`config.mk`:
```
export PLATFORM = sky130hd
export DESIGN_NAME = alu_byte_sequencer
export DESIGN_NICKNAME = d
export VERILOG_FILES = /design/src/rtl/alu_byte_sequencer_pkg.sv /design/src/rtl/alu_byte_sequencer_alu.sv /design/src/rtl/alu_byte_sequencer.sv
export SDC_FILE = /design/constraint.sdc
export NUM_CORES = 1
export LEC_CHECK = 0
export CORE_UTILIZATION = 40
export CTS_CLUSTER_SIZE = 10
export DETAILED_ROUTE_END_ITERATION = 8
export SLEW_MARGIN = 40
export SYNTH_ARGS = -nofsm -noshare
export SYNTH_HDL_FRONTEND = slang
export SYNTH_SLANG_ARGS = --single-unit
```
`constraint.sdc`:
```
create_clock -name clk -period 3.7 [get_ports clk]
set_input_delay 0.37 -clock clk [delete_from_list [all_inputs] [get_ports clk]]
set_output_delay 0.37 -clock clk [all_outputs]
set_load 0.005 [all_outputs]
```
`src/rtl/alu_byte_sequencer_pkg.sv`:
```
// Shared types and constants for the byte-serial ALU sequencer and its bench.
package alu_byte_sequencer_pkg;

    // Sequencer control states.
    typedef enum logic [1:0] {
        ST_IDLE = 2'd0,
        ST_RUN  = 2'd1,
        ST_DONE = 2'd2
    } seq_state_e;

    // Eight-bit ALU select codes. Logic ops pass the carry through unchanged
    // so a multi-byte chain still reports the incoming carry as COUT.
    localparam logic [2:0] ALU_OP_ADD   = 3'd0; // A + B + CIN
    localparam logic [2:0] ALU_OP_SUB   = 3'd1; // A + ~B + CIN (CIN=1 gives A-B)
    localparam logic [2:0] ALU_OP_AND   = 3'd2;
    localparam logic [2:0] ALU_OP_OR    = 3'd3;
    localparam logic [2:0] ALU_OP_XOR   = 3'd4;
    localparam logic [2:0] ALU_OP_NOTA  = 3'd5;
    localparam logic [2:0] ALU_OP_SHL   = 3'd6; // {A[6:0], CIN}, COUT = A[7]
    localparam logic [2:0] ALU_OP_PASSB = 3'd7;

endpackage

```
`src/rtl/alu_byte_sequencer_alu.sv`:
```
// Existing eight-bit ALU slice; purely combinational, one byte per evaluation.
module eightBitALU
    import alu_byte_sequencer_pkg::*;
(
    input  logic [7:0] A,
    input  logic [7:0] B,
    input  logic       CIN,
    input  logic [2:0] OP,
    output logic [7:0] ALU_OUT,
    output logic       ALU_COUT
);

    logic [8:0] sum;

    // Select the byte result and carry-out for the current op code.
    always_comb begin
        // NOTE: every output gets a default first so no path leaves it unassigned, which would infer a latch.
        sum      = 9'd0;
        ALU_OUT  = 8'd0;
        ALU_COUT = CIN;
        case (OP)
            ALU_OP_ADD: begin
                sum      = {1'b0, A} + {1'b0, B} + {8'd0, CIN};
                ALU_OUT  = sum[7:0];
                ALU_COUT = sum[8];
            end
            ALU_OP_SUB: begin
                sum      = {1'b0, A} + {1'b0, ~B} + {8'd0, CIN};
                ALU_OUT  = sum[7:0];
                ALU_COUT = sum[8];
            end
            ALU_OP_AND:   ALU_OUT = A & B;
            ALU_OP_OR:    ALU_OUT = A | B;
            ALU_OP_XOR:   ALU_OUT = A ^ B;
            ALU_OP_NOTA:  ALU_OUT = ~A;
            ALU_OP_SHL: begin
                ALU_OUT  = {A[6:0], CIN};
                ALU_COUT = A[7];
            end
            default:      ALU_OUT = B;
        endcase
    end

endmodule

```
`src/rtl/alu_byte_sequencer.sv`:
```
// Multi-byte ALU operation executed LSB-first through one shared eight-bit ALU,
// rippling the carry from byte to byte across consecutive clock cycles.
module alu_byte_sequencer
    import alu_byte_sequencer_pkg::*;
#(
    parameter int NBYTES = 4
) (
    input  logic                clk,
    input  logic                rst_n,
    input  logic                req_valid,
    output logic                req_ready,
    input  logic [8*NBYTES-1:0] req_a,
    input  logic [8*NBYTES-1:0] req_b,
    input  logic                req_cin,
    input  logic [2:0]          req_op,
    output logic                rsp_valid,
    input  logic                rsp_ready,
    output logic [8*NBYTES-1:0] rsp_result,
    output logic                rsp_cout,
    output logic                busy
);

    localparam int W     = 8 * NBYTES;
    localparam int IDX_W = (NBYTES > 1) ? $clog2(NBYTES) : 1;
    localparam logic [IDX_W-1:0] IDX_LAST = IDX_W'(NBYTES - 1);

    seq_state_e       state_q, state_d;
    logic [IDX_W-1:0] idx_q, idx_d;
    logic             carry_q, carry_d;
    logic [W-1:0]     a_q, a_d;
    logic [W-1:0]     b_q, b_d;
    logic [2:0]       op_q, op_d;
    logic [W-1:0]     result_q, result_d;

    logic [7:0]       alu_a, alu_b, alu_out;
    logic             alu_cout;

    // Current byte of the captured operands; only registered values feed the ALU.
    assign alu_a = a_q[{idx_q, 3'b000} +: 8];
    assign alu_b = b_q[{idx_q, 3'b000} +: 8];

    eightBitALU u_alu (
        .A        (alu_a),
        .B        (alu_b),
        .CIN      (carry_q),
        .OP       (op_q),
        .ALU_OUT  (alu_out),
        .ALU_COUT (alu_cout)
    );

    // Next-state logic: capture in IDLE, one byte per RUN cycle, hold in DONE.
    always_comb begin
        state_d  = state_q;
        idx_d    = idx_q;
        carry_d  = carry_q;
        a_d      = a_q;
        b_d      = b_q;
        op_d     = op_q;
        result_d = result_q;
        case (state_q)
            ST_IDLE: begin
                if (req_valid) begin
                    a_d     = req_a;
                    b_d     = req_b;
                    op_d    = req_op;
                    carry_d = req_cin;
                    idx_d   = '0;
                    state_d = ST_RUN;
                end
            end
            ST_RUN: begin
                result_d[{idx_q, 3'b000} +: 8] = alu_out;
                carry_d = alu_cout;
                if (idx_q == IDX_LAST) begin
                    idx_d   = '0;
                    state_d = ST_DONE;
                end else begin
                    idx_d = idx_q + IDX_W'(1);
                end
            end
            ST_DONE: begin
                if (rsp_ready) begin
                    state_d = ST_IDLE;
                end
            end
            default: state_d = ST_IDLE;
        endcase
    end

    // State and datapath registers.
    always_ff @(posedge clk or negedge rst_n) begin
        if (!rst_n) begin
            // NOTE: operand and result registers are reset as well so rsp_result reads a defined 0 after reset.
            state_q  <= ST_IDLE;
            idx_q    <= '0;
            carry_q  <= 1'b0;
            a_q      <= '0;
            b_q      <= '0;
            op_q     <= ALU_OP_ADD;
            result_q <= '0;
        end else begin
            // NOTE: non-blocking assignments so every register samples pre-edge values.
            state_q  <= state_d;
            idx_q    <= idx_d;
            carry_q  <= carry_d;
            a_q      <= a_d;
            b_q      <= b_d;
            op_q     <= op_d;
            result_q <= result_d;
        end
    end

    assign req_ready  = (state_q == ST_IDLE);
    assign rsp_valid  = (state_q == ST_DONE);
    assign busy       = (state_q != ST_IDLE);
    assign rsp_result = result_q;
    assign rsp_cout   = carry_q;

endmodule

```
==> reports/qor.csv <==
metric,value,unit
async_flop_share,1.000,
dp_slack,0.1061,ns
yosysWarnings,0,
vias,4444,
clock-sinks,104,
critical-path-slowest-cell,dfrtp_2,
fin_setup_tns,0,ns
max_stage_delay,0.46,ns
final_nets,717,
setup_viol,0,
critPathCaptureType,flip-flop,
cts-root-buf,clkbuf_16,
path_delay_family,compound AO/OA/AOI/OAI gates,
layout-drive-gt1-share,0.1997,
routed_wl,15190,µm
crit_buf_inv,2,
ys_seq_area_frac,0.4390,
regArea,0.002604,mm²
finalHoldViolations,0,
fin_ws,0.3154,ns
start_util,0.4094,
fp.dieH,123.7,µm
post_cts_buffers,0,
area_delta_synth_final,25.52,%
synth_cell_types,60,
ys_ff_latch,104,
syn_nets,614,
dieArea,0.01531,mm²
wl_per_cell,18.98,µm
cts.clk_slew.worst_paths,0.07,ns
place_hpwl,11350,µm
vias_per_cell,5.555,
cap_violations,0,
design.core.area,0.01448,mm²
timing.final.crit_period,3.385,ns
critical_path_arrival,3.63,ns
grt_remaining_overflow,0,
syn-instance-count,508,
synth_edf_count,0,
clock_path_buffers,2,
tightest_slew,0.8062,ns
multi_input_area,0.002983,mm²
rsz0062_at_grt,false,
fp-row-count,44,
grtUsageTotal,0.2165,
cpMostUsedCell,fa_1,
cp_cell_sequence,"buf_4, mux4_2, inv_1, fa_1, fa_1, o21bai_1, a21oi_1, xor2_1, a222oi_1, o31ai_1, o21a_2, a22o_1",
pin_count,108,
cts_hold_buf,0,
portBuffers,107,
syn-cell-area,0.005928,mm²
fmax,295.5,MHz
final.setup_skew,0.009318,ns
postRouteAntennaNets,0,
hp-class,in -> async,
cts_max_level,3,
crit_required,3.95,ns
cts.repair.resized,0,
cts_tree,done,
critical_path_class,reg -> reg,
drv_slew,0,
drtIter0Drc,282,
dr.pass1.iters,5,
grt_pass1_vias,4455,
slew_headroom,0.4626,
fill_cells,1277,
die_w,123.7,µm
grt_max_degree,57,
period_share,0.9148,
status,"finished, final reports clean",
n_antenna_cell,0,
path_max_fanout,6,
start_kind,flip-flop,
drc,0,
cts_made_buffers,9,
clock_latency,0.36,ns
place_congestion,0.8752,
grt_pass1_wl,24570,µm
ys.flop_type,dfrtp_1,
syn_avg_cell_area,11.67,µm²
antenna_found_initial,0,
[layer usage]
layer	vias to the layer above	GRT usage	share of wire
li1	2053	-	-
met1	2243	0.3050	0.45
met2	130	0.3250	0.47
met3	18	0.04853	0.056
met4	0	0.07982	0.021
met5	-	0	0
[placed cells by master, fill, tap and decap left out, drive strengths merged, types with 12 or more instances in the layout]
cell type	count
nor2	25
a22o	15
mux4	17
nand2	38
inv	36
mux2	66
ha	30
dfrtp	104
clkdlybuf4s50	106
o21ai	32
a21oi	17
buf	12
[state kept, by name, summed over array words and instances, names as in the netlist]
signal and flops:
rsp_result 32, rsp_cout 1, op_q 3, state_q 2
b_q 32, a_q 32, idx_q 2
[cell families after synthesis]
family,count (synthesis),share of synthesized area
adders and majority gates,34,0.07683
buffers and inverters,59,0.06100
DFF,104,0.4390
and+or+nand+nor,104,0.08401
AOI/OAI and AO/OA,113,0.1300
xor gates and xnor gates,6,0.008864
muxes,88,0.2003
[final timing paths]
| check | start | end | slack [ns] | depth (start not counted) |
|---|---|---|---|---|
| worst max-delay path | idx_q[0] | rsp_result[12] | 0.32 | 12 |
| worst min-delay path | rst_n | rsp_result[10] | 0.02 | 1 |
| worst max register to register | idx_q[0] | rsp_result[12] | 0.32 | 12 |
| worst min register to register | rsp_result[18] | rsp_result[18] | 0.48 | 2 |
| max in group asynchronous | rst_n | b_q[14] | 2.81 | 2 |
| min in group clk | rsp_result[18] | rsp_result[18] | 0.48 | 2 |
[stage by stage]
step / hold WS, ns / instance area, µm² / utilization / std cells
after detailed placement: 0.4245 / 7086 / 0.4894 / 784
after floorplan: 0.07441 / 5928 / - / 508
after global placement: 0.4143 / 7086 / 0.4894 / 784
after global routing: 0.07196 / 7441 / 0.5139 / 800
final: 0.02226 / 7441 / 0.5139 / 800
after CTS: 0.03489 / 7422 / 0.5126 / 800
[final cells by class]
type / instances / share of cell area
repair buffers: 118 / 0.1564
inverters: 33 / 0.01665
clock buffers: 9 / 0.03027
multi-input cells: 345 / 0.4009
clock inverters: 7 / 0.01497
flip-flops and latches: 104 / 0.3499
well taps: 184 / 0.03094
[worst register-to-register path, stage by stage, from the launching register on]
cell and delay, ns:
dfrtp_2 0.46, buf_4 0.18, mux4_2 0.38, inv_1 0.10, fa_1 0.46, fa_1 0.43, o21bai_1 0.17, a21oi_1 0.13
xor2_1 0.16, a222oi_1 0.31, o31ai_1 0.12, o21a_2 0.17, a22o_1 0.20
[cell usage after synthesis (all sizes together), types with 2 or more instances]
| library cell | count | share of area |
|---|---|---|
| nand2b | 3 | 0.0032 |
| mux4 | 17 | 0.066 |
| xor2 | 4 | 0.0059 |
| o31ai | 6 | 0.0076 |
| inv | 33 | 0.021 |
| o21a | 5 | 0.0065 |
| a31oi | 4 | 0.0042 |
| nor2b | 7 | 0.0074 |
| nor2 | 25 | 0.016 |
| o21bai | 2 | 0.0025 |
| a22o | 15 | 0.022 |
| clkbuf | 16 | 0.029 |
| o21ai | 32 | 0.028 |
| a221oi | 3 | 0.0044 |
| a22oi | 3 | 0.0038 |
| o311ai | 2 | 0.0030 |
| o221ai | 3 | 0.0044 |
| o2111ai | 2 | 0.0030 |
| a21oi | 17 | 0.014 |
| nand3 | 4 | 0.0034 |
| buf | 10 | 0.011 |
| xnor2 | 2 | 0.0030 |
| mux2i | 5 | 0.0084 |
| o22ai | 6 | 0.0063 |
| mux2 | 66 | 0.13 |
| or2 | 2 | 0.0021 |
| and2b | 2 | 0.0027 |
| a211o | 2 | 0.0030 |
| ha | 30 | 0.063 |
| a32o | 4 | 0.0068 |
| nor3 | 9 | 0.0076 |
| dfrtp | 104 | 0.44 |
| or2b | 2 | 0.0030 |
| nor4 | 2 | 0.0021 |
| fa | 4 | 0.014 |
| or3 | 4 | 0.0042 |
| nand2 | 38 | 0.025 |
Power is left out: the tool's default activity adds up to more than one toggle a clock period on the data nets, which glitch-free logic cannot reach.
